File: src/rtl/quadrature_sampler.sv
// Periodic position/velocity sampler for a quadrature encoder counter.
// Emits a saturated signed delta on a valid/ready port and sequences encoder zeroing.
module quadrature_sampler #(
   parameter int PERIOD = 1000,
   parameter int DW     = 16
) (
   input  logic          clk,
   input  logic          reset,
   input  logic          enable,
   input  logic          zero_req,
   input  logic [31:0]   count,
   input  logic          dir,
   output logic          enc_reset,
   output logic          s_valid,
   input  logic          s_ready,
   output logic [31:0]   s_pos,
   output logic [DW-1:0] s_delta,
   output logic          s_dir,
   output logic          s_sat,
   output logic [7:0]    overrun_cnt
);

   localparam int TW = $clog2(PERIOD);
   localparam logic [TW-1:0] LAST = TW'(PERIOD - 1);
   localparam logic signed [31:0] DMAX = 32'sh7FFF_FFFF >>> (32 - DW);
   localparam logic signed [31:0] DMIN = ~DMAX;

   typedef enum logic [1:0] {
      IDLE  = 2'd0,
      COUNT = 2'd1,
      ZERO  = 2'd2
   } state_t;

   state_t         state_r;
   logic [TW-1:0]  timer_r;
   logic [31:0]    ref_r;
   logic           zero_pend_r;

   logic           accept_s;
   logic           tick_s;
   logic           zero_go_s;
   logic [31:0]    ref_eff_s;
   logic [DW:0]    sat_res_s;

   // Modular 32-bit difference read as signed, clamped to DW bits; MSB flags clamping.
   function automatic logic [DW:0] sat_delta(input logic [31:0] diff);
      logic signed [31:0] d;
      logic [DW:0]        r;
      d = signed'(diff);
      if (d > DMAX) begin
         r = {1'b1, DMAX[DW-1:0]};
      end else if (d < DMIN) begin
         r = {1'b1, DMIN[DW-1:0]};
      end else begin
         r = {1'b0, diff[DW-1:0]};
      end
      return r;
   endfunction

   // Handshake, tick and zero decode plus the delta against the effective reference.
   always_comb begin
      accept_s  = s_valid & s_ready;
      tick_s    = (state_r == COUNT) && (timer_r == LAST);
      zero_go_s = zero_pend_r && (state_r != ZERO);
      ref_eff_s = accept_s ? s_pos : ref_r;
      sat_res_s = sat_delta(count - ref_eff_s);
   end

   // Sequencer, capture registers and overrun accounting.
   always_ff @(posedge clk or negedge reset) begin
      if (!reset) begin
         state_r     <= IDLE;
         timer_r     <= '0;
         ref_r       <= 32'd0;
         zero_pend_r <= 1'b0;
         enc_reset   <= 1'b0;
         s_valid     <= 1'b0;
         s_pos       <= 32'd0;
         s_delta     <= '0;
         s_dir       <= 1'b0;
         s_sat       <= 1'b0;
         overrun_cnt <= 8'd0;
      end else begin
         enc_reset <= 1'b0;
         if (zero_go_s) begin
            // Zero beats a coincident tick; a held sample is dropped without counting.
            state_r     <= ZERO;
            timer_r     <= '0;
            enc_reset   <= 1'b1;
            ref_r       <= 32'd0;
            s_valid     <= 1'b0;
            zero_pend_r <= zero_req;
         end else begin
            if (zero_req) begin
               zero_pend_r <= 1'b1;
            end else begin
               zero_pend_r <= zero_pend_r;
            end
            case (state_r)
               IDLE: begin
                  timer_r <= '0;
                  state_r <= enable ? COUNT : IDLE;
               end
               COUNT: begin
                  if (!enable) begin
                     state_r <= IDLE;
                     timer_r <= '0;
                  end else if (timer_r == LAST) begin
                     timer_r <= '0;
                  end else begin
                     timer_r <= timer_r + TW'(1);
                  end
               end
               ZERO: begin
                  timer_r <= '0;
                  state_r <= enable ? COUNT : IDLE;
               end
               default: begin
                  timer_r <= '0;
                  state_r <= IDLE;
               end
            endcase
            if (tick_s) begin
               s_pos   <= count;
               s_dir   <= dir;
               s_delta <= sat_res_s[DW-1:0];
               s_sat   <= sat_res_s[DW];
               s_valid <= 1'b1;
               if (accept_s) begin
                  ref_r <= s_pos;
               end else begin
                  ref_r <= ref_r;
               end
               if (s_valid && !s_ready && (overrun_cnt != 8'd255)) begin
                  overrun_cnt <= overrun_cnt + 8'd1;
               end else begin
                  overrun_cnt <= overrun_cnt;
               end
            end else if (accept_s) begin
               ref_r   <= s_pos;
               s_valid <= 1'b0;
            end else begin
               ref_r   <= ref_r;
               s_valid <= s_valid;
            end
         end
      end
   end

endmodule

File: config.mk
export PLATFORM = sky130hd
export DESIGN_NAME = quadrature_sampler
export DESIGN_NICKNAME = d
export VERILOG_FILES = /design/src/rtl/quadrature_sampler.sv
export SDC_FILE = /design/constraint.sdc
export NUM_CORES = 1
export LEC_CHECK = 0
export ABC_AREA = 1
export BUFFER_PORTS_ARGS = -buffer_cell sky130_fd_sc_hd__buf_2
export CORE_MARGIN = 2
export CORE_UTILIZATION = 35
export CTS_CLUSTER_DIAMETER = 50
export DETAILED_ROUTE_END_ITERATION = 8
export SYNTH_ARGS = -nofsm -noshare
export SYNTH_HDL_FRONTEND = slang
export SYNTH_SLANG_ARGS = --single-unit
export TNS_END_PERCENT = 50
File: constraint.sdc
create_clock -name clk -period 4.75 [get_ports clk]
set_input_delay 0.95 -clock clk [delete_from_list [all_inputs] [get_ports clk]]
set_output_delay 0.95 -clock clk [all_outputs]
set_load 0.1 [all_outputs]
==> results of run 1 <==
per-stage QoR:
step                      setup WS [ns]   util  instance area [µm²]
final                             0.773  0.409                 8270
after global placement            0.402  0.394                 7970
after floorplan                   0.650      -                 7230
after CTS                         0.757  0.409                 8270
after global routing              0.465  0.409                 8270
after detailed placement          0.401  0.394                 7970
registers in the layout, summed over array words and instances, names as in the netlist:
| register | cells |
|---|---|
| enc_reset | 1 |
| overrun_cnt | 8 |
| ref_r | 32 |
| s_delta | 16 |
| s_dir | 1 |
| s_pos | 32 |
| s_sat | 1 |
| s_valid | 1 |
| state_r | 2 |
| timer_r | 10 |
| zero_pend_r | 1 |
worst register-to-register path: stages (launching register included):
cell	delay [ns]
dfrtp_1	0.48
nand2_8	0.27
mux2i_1	0.30
ha_1	0.34
a21oi_1	0.26
o21ai_0	0.17
a21oi_1	0.33
nor2_1	0.07
nor3_1	0.32
nand2_1	0.11
nand2_1	0.07
nand2_1	0.15
nor2_1	0.13
nand2_1	0.06
nor2_1	0.09
nand3_1	0.12
nand2_4	0.22
nand2_1	0.10
a21oi_1	0.15
synth_stat cells (14+ instances only):
library cell / n / area, µm²
a21oi_1: 49 / 245
clkbuf_1: 14 / 52.6
dfrtp_1: 105 / 2630
ha_1: 24 / 300
inv_1: 122 / 458
mux2i_1: 21 / 210
nand2_1: 289 / 1080
nand2_2: 32 / 200
nand3_1: 62 / 310
nand3_2: 18 / 180
nor2_1: 90 / 338
nor3_1: 16 / 80.1
o21ai_0: 28 / 140
or2_2: 17 / 106
xor2_1: 18 / 158
layout make-up:
class                      instances  share of cell area
clock buffer                       9              0.0272
clock inverter                     7             0.00968
inverter                         131              0.0595
multi-input combinational        738               0.479
sequential                       105               0.318
tap                              270              0.0408
timing repair buffer             105              0.0663
metal layers:
layer  up-vias  part of all wire  track usage
met5         -                 0            0
met4         0             0.017       0.0462
met3        20             0.040       0.0262
met2       119              0.44        0.298
met1      3006              0.50        0.265
li1       3352                 -            -
path summary, 6_finish.rpt:
kind                                   end  depth (start not counted)
worst max-delay path            s_delta[0]                         19
worst min-delay path             s_pos[29]                          1
worst max register to register  s_delta[0]                         18
worst min register to register       s_dir                          2
max in group asynchronous        ref_r[10]                          2
min in group clk                     s_dir                          2
logic make-up (layout without fill, tap and decap cells):
logic type               after synthesis  in the layout  share of synthesized area
AO/OA/AOI/OAI                        104            104                     0.0840
AND/OR/NAND/NOR                      562            562                      0.359
adder cells (fa/ha/maj)               24             24                     0.0415
flip-flops                           105            105                      0.364
XOR/XNOR                              26             26                     0.0315
multiplexers                          22             22                     0.0306
buffers and inverters                153            252                     0.0902
power by group through the flow:
stage	clock network (mW)	logic, mW	registers (mW)
finish	0.773	0.591	0.947
global route	0.828	0.651	0.954
CTS	0.797	0.597	0.948
detailed placement	0	0.596	0.966
global placement	0	0.598	0.965
floorplan	0	0.277	1.12
==> results.py, run 1 <==
metrics = {
    "sta": {
        "tightest_slew_ns": 1.13,
        "finalSetupViolCount": 0,
        "period_minus_slack_ns": 3.98,
        "whs_ns": 0.444,
        "min_period_over_period": 0.837,
        "fin_skew_ns": 0.0138,
        "drv_slew": 0,
        "rsz0062_at_grt": "false",
        "slew_headroom": 0.240,
        "timing_hold_violations_final": 0,
        "clock.fmax_mhz": 251,
        "fin_setup_tns_ns": 0,
    },
    "critical_path": {
        "cp_max_fo": 29,
        "crit_buf_inv": 1,
        "critPathTopFamily": "simple AND/OR/NAND/NOR gates",
        "end_kind": "register",
        "cp-start-kind": "primary input",
        "r2r_start": "s_valid",
        "worstSetupStartpoint": "s_ready",
        "regToRegSetupSlack_ns": 0.97,
        "crit_chain": "buf_2 -> nand2_8 -> mux2i_1 -> ha_1 -> a21oi_1 -> o21ai_0 -> a21oi_1 -> nor2_1 -> nor3_1 -> nand2_1 -> nand2_1 -> nand2_1 -> nor2_1 -> nand2_1 -> nor2_1 -> nand3_1 -> nand2_4 -> nand2_1 -> a21oi_1",
        "slowest_stage": "ha_1",
        "worst-setup-path-type": "primary input to register",
        "cp_common_cell": "nand2_1",
        "required_ns": 5.04,
        "worstPathArrival_ns": 4.27,
        "crit_path_max_incr_delay_ns": 0.34,
    },
    "cells_and_area": {
        "drive_gt1_frac": 0.207,
        "final_cell_mix": "nand2_1 (289), inv_1 (122), dfrtp_1 (105)",
        "n_antenna_cell": 0,
        "final_common_cell": "nand2_1",
        "nets": 1152,
        "syn_to_final_growth_pct": 14.4,
        "stdcell_count": 1365,
        "fillers": 2168,
        "regArea_mm2": 0.00263,
        "multi_input_area_mm2": 0.00396,
    },
    "floorplan": {
        "die-area_mm2": 0.0218,
        "fp.dieH_um": 148,
        "die-width_um": 148,
        "initial_core_util": 0.357,
        "boundaryPins": 98,
        "rows": 52,
        "core_mm2": 0.0202,
    },
    "drt": {
        "ant_nets": 0,
        "viasPerCell": 4.76,
        "route.vias.total": 6497,
        "drt-pass1-iter-count": 9,
        "drt_iter0_drc": 322,
        "routed_wl_mm": 19.3,
        "wire_per_inst_um": 14.2,
        "post-route-drc-count": 0,
    },
    "grt": {
        "grt_pass1_wl_mm": 32.5,
        "gr-total-overflow": 0,
        "grt_pass1_vias": 6391,
        "grt_use_total": 0.186,
        "antenna_found_initial": 0,
        "grt_max_degree": 58,
    },
    "clocking": {
        "cts_root_buf": "clkbuf_16",
        "path_clk_slew_ns": 0.08,
        "cts_setup_buffers": 0,
        "numClockSinks": 105,
        "numCtsBuffers": 9,
        "cts_resized": 0,
        "clk-insertion-delay-late_ns": 0.37,
        "cts_tree": "done",
        "ctsHtreeMaxLevel": 3,
        "cts.path.max_buffers": 2,
        "ctsHoldBuffers": 0,
    },
    "place": {
        "place_congestion": 0.934,
        "place_inst": 1349,
        "dp_hpwl_mm": 15.5,
        "io_buffers": 97,
    },
    "pwr": {
        "powerDensity_mw_per_mm2": 280,
        "p_clk_frac": 0.334,
        "ir_drop_mv": 0.235,
        "comb_power_share": 0.256,
        "p_int_mw": 1.44,
        "p_leak_nw": 4.33,
        "p_seq_frac": 0.410,
        "p_switching_uw": 869,
        "switching_share": 0.376,
        "total_power_mw": 2.31,
    },
    "synthesis": {
        "synth_cells": 996,
        "async_flop_share": 1.00,
        "synth_area_per_cell_um2": 7.26,
        "synthDistinctLibCells": 45,
        "ys_seq_area_frac": 0.364,
        "synth_edf_count": 0,
        "ys.flop_type": "dfrtp_1",
        "yosys_warnings": 0,
        "synth-seq-cells": 105,
        "syn-num-nets": 1058,
        "netlist_area_mm2": 0.00723,
    },
    "status": {
        "status": "complete, no violations",
    },
    "flow_run": {
        "cap_violations": 0,
    },
    "min_path": {
        "hp-class": "primary input to asynchronous set/reset pin",
    },
}
Note: power is estimated with default switching activity, not from simulation.
==> run 2: changes to the inputs <==
Clock period 4.75 ns to 3.4 ns, I/O delays scaled along.
==> run 2 against run 1 <==
Routed wire length rose by 13%. Critical path depth rose by 3. Sequential cell count did not move. Hold slack got worse by 0.086 ns. Combinational power rose by 73%. Critical path type is now register to register. Largest cell class unchanged. Register-to-register slack got worse by 0.87 ns. Design area rose by 25%. Sequential share of layout area fell by 6.2 points. Final cell count rose by 9.3%. Clock skew barely moved. Global-route usage rose by 1.6 points. Count of clock-buffer cells in the layout rose by 1.
==> results.py, run 2 (same netlist as run 1, synthesis figures left out) <==
metrics = {
    "status": {
        "status": "complete, no violations",
    },
    "clocking": {
        "cts_root_buf": "clkbuf_16",
        "cts.path.max_buffers": 2,
        "cts_tree": "done",
        "path_clk_slew_ns": 0.08,
        "numClockSinks": 105,
        "numCtsBuffers": 9,
        "ctsHtreeMaxLevel": 3,
        "clk-insertion-delay-late_ns": 0.37,
    },
    "cells_and_area": {
        "final_cell_mix": "nand2_1 (248), buf_4 (124), inv_1 (119)",
        "fillers": 1942,
        "syn_to_final_growth_pct": 42.5,
        "regArea_mm2": 0.00263,
        "n_antenna_cell": 0,
        "final_common_cell": "nand2_1",
        "multi_input_area_mm2": 0.00497,
        "drive_gt1_frac": 0.420,
        "nets": 1279,
        "largestRegisters": "ref_r x32, s_pos x32, s_delta x16",
    },
    "critical_path": {
        "end_kind": "register",
        "slowest_stage": "dfrtp_4",
        "crit_buf_inv": 3,
        "r2r_cells": 22,
        "worst-setup-path-type": "register to register",
        "cp-start-kind": "register",
        "r2r_start": "s_valid",
        "worstPathArrival_ns": 3.55,
        "cp_max_fo": 8,
        "reg2reg_to": "s_delta[12]",
        "worstSetupStartpoint": "s_valid",
        "required_ns": 3.65,
        "crit_chain": "nand2_8 -> buf_6 -> mux2i_4 -> ha_4 -> inv_2 -> nor2_2 -> nand2_1 -> nor2_1 -> nand2_2 -> nand2_2 -> nand2_2 -> nand2_1 -> nand2_1 -> nand2_1 -> nand2_2 -> nor2_4 -> nand3_4 -> nor2_4 -> nor2_4 -> nor2_8 -> clkbuf_16 -> a21oi_2",
        "regToRegSetupSlack_ns": 0.10,
        "critPathTopFamily": "simple AND/OR/NAND/NOR gates",
        "crit_path_max_incr_delay_ns": 0.57,
    },
    "drt": {
        "route.vias.total": 7071,
        "ant_nets": 0,
        "post-route-drc-count": 0,
        "wire_per_inst_um": 14.7,
        "viasPerCell": 4.74,
        "routed_wl_mm": 21.9,
        "drt-pass1-iter-count": 5,
        "drt_iter0_drc": 330,
    },
    "sta": {
        "fin_skew_ns": 0.0138,
        "clock.fmax_mhz": 303,
        "timing_hold_violations_final": 0,
        "period_minus_slack_ns": 3.30,
        "rsz0062_at_grt": "true",
        "drv_slew": 0,
        "finalSetupViolCount": 0,
        "tightest_slew_ns": 0.728,
        "min_period_over_period": 0.971,
        "whs_ns": 0.358,
        "slew_headroom": 0.515,
    },
    "grt": {
        "antenna_found_initial": 0,
        "gr-total-overflow": 0,
        "grt_max_degree": 58,
        "grt_pass1_wl_mm": 34.9,
        "grt_pass1_vias": 6853,
        "grt_use_total": 0.201,
    },
    "pwr": {
        "p_leak_nw": 4.97,
        "powerDensity_mw_per_mm2": 331,
        "total_power_mw": 3.41,
        "ir_drop_mv": 0.234,
    },
    "floorplan": {
        "die-width_um": 148,
        "initial_core_util": 0.357,
        "core_mm2": 0.0202,
        "rows": 52,
        "die-area_mm2": 0.0218,
        "fp.dieH_um": 148,
        "boundaryPins": 98,
    },
    "place": {
        "dp_hpwl_mm": 16.2,
        "io_buffers": 97,
        "place_congestion": 0.986,
    },
    "min_path": {
        "hp-class": "primary input to asynchronous set/reset pin",
    },
    "flow_run": {
        "cap_violations": 0,
    },
}
run 2: worst max-delay path by stage:
stage | end | slack, ns | depth (start not counted)
after floorplan | s_delta[12] | 0.009 | 22
after global placement | s_delta[0] | -0.40 | 19
after detailed placement | s_delta[5] | -0.41 | 19
after CTS | s_delta[13] | 0.008 | 18
after global routing | s_delta[13] | -0.05 | 19
final | s_delta[12] | 0.10 | 22
run 2: final cells by class:
cell class                      count  share of cell area
Inverter                          131              0.0477
Tap cell                          270              0.0328
Sequential cell                   105               0.255
Timing Repair Buffer              230               0.152
Clock inverter                      6             0.00559
Multi-Input combinational cell    740               0.483
Clock buffer                       10              0.0232
run 2: metrics by stage:
stage / setup TNS, ns / utilization / instances / instance area, µm² / setup WS [ns]
2_1_floorplan: 0 / - / 996 / 7290 / 0.00937
3_3_place_gp: -6.13 / 0.436 / 1457 / 8820 / -0.403
3_5_place_dp: -6.00 / 0.436 / 1457 / 8820 / -0.406
4_1_cts: 0 / 0.453 / 1476 / 9160 / 0.00849
5_1_grt: -0.671 / 0.509 / 1492 / 10300 / -0.0539
6_report: 0 / 0.509 / 1492 / 10300 / 0.100
run 2: timing repair:
action	in CTS	in global routing
gates resized for setup	6	223
hold buffers	0	0
pin swaps	3	67
setup endpoints to repair	16	16
cloned	2	1
setup buffers	1	15
run 2: where the power goes:
group	switching, mW	total (mW)	internal [mW]	leakage, nW
logic	0.716	1.02	0.305	3.60
clock network	0.527	1.06	0.536	0.141
registers	0.0296	1.33	1.30	1.23
run 2: metal layers:
metal  global-route usage  share of wire  vias to the layer above
met1                0.271           0.45                     3308
li1                     -              -                     3604
met4               0.0596          0.021                        0
met5                    0              0                        -
met3               0.0358          0.044                       29
met2                0.331           0.48                      130
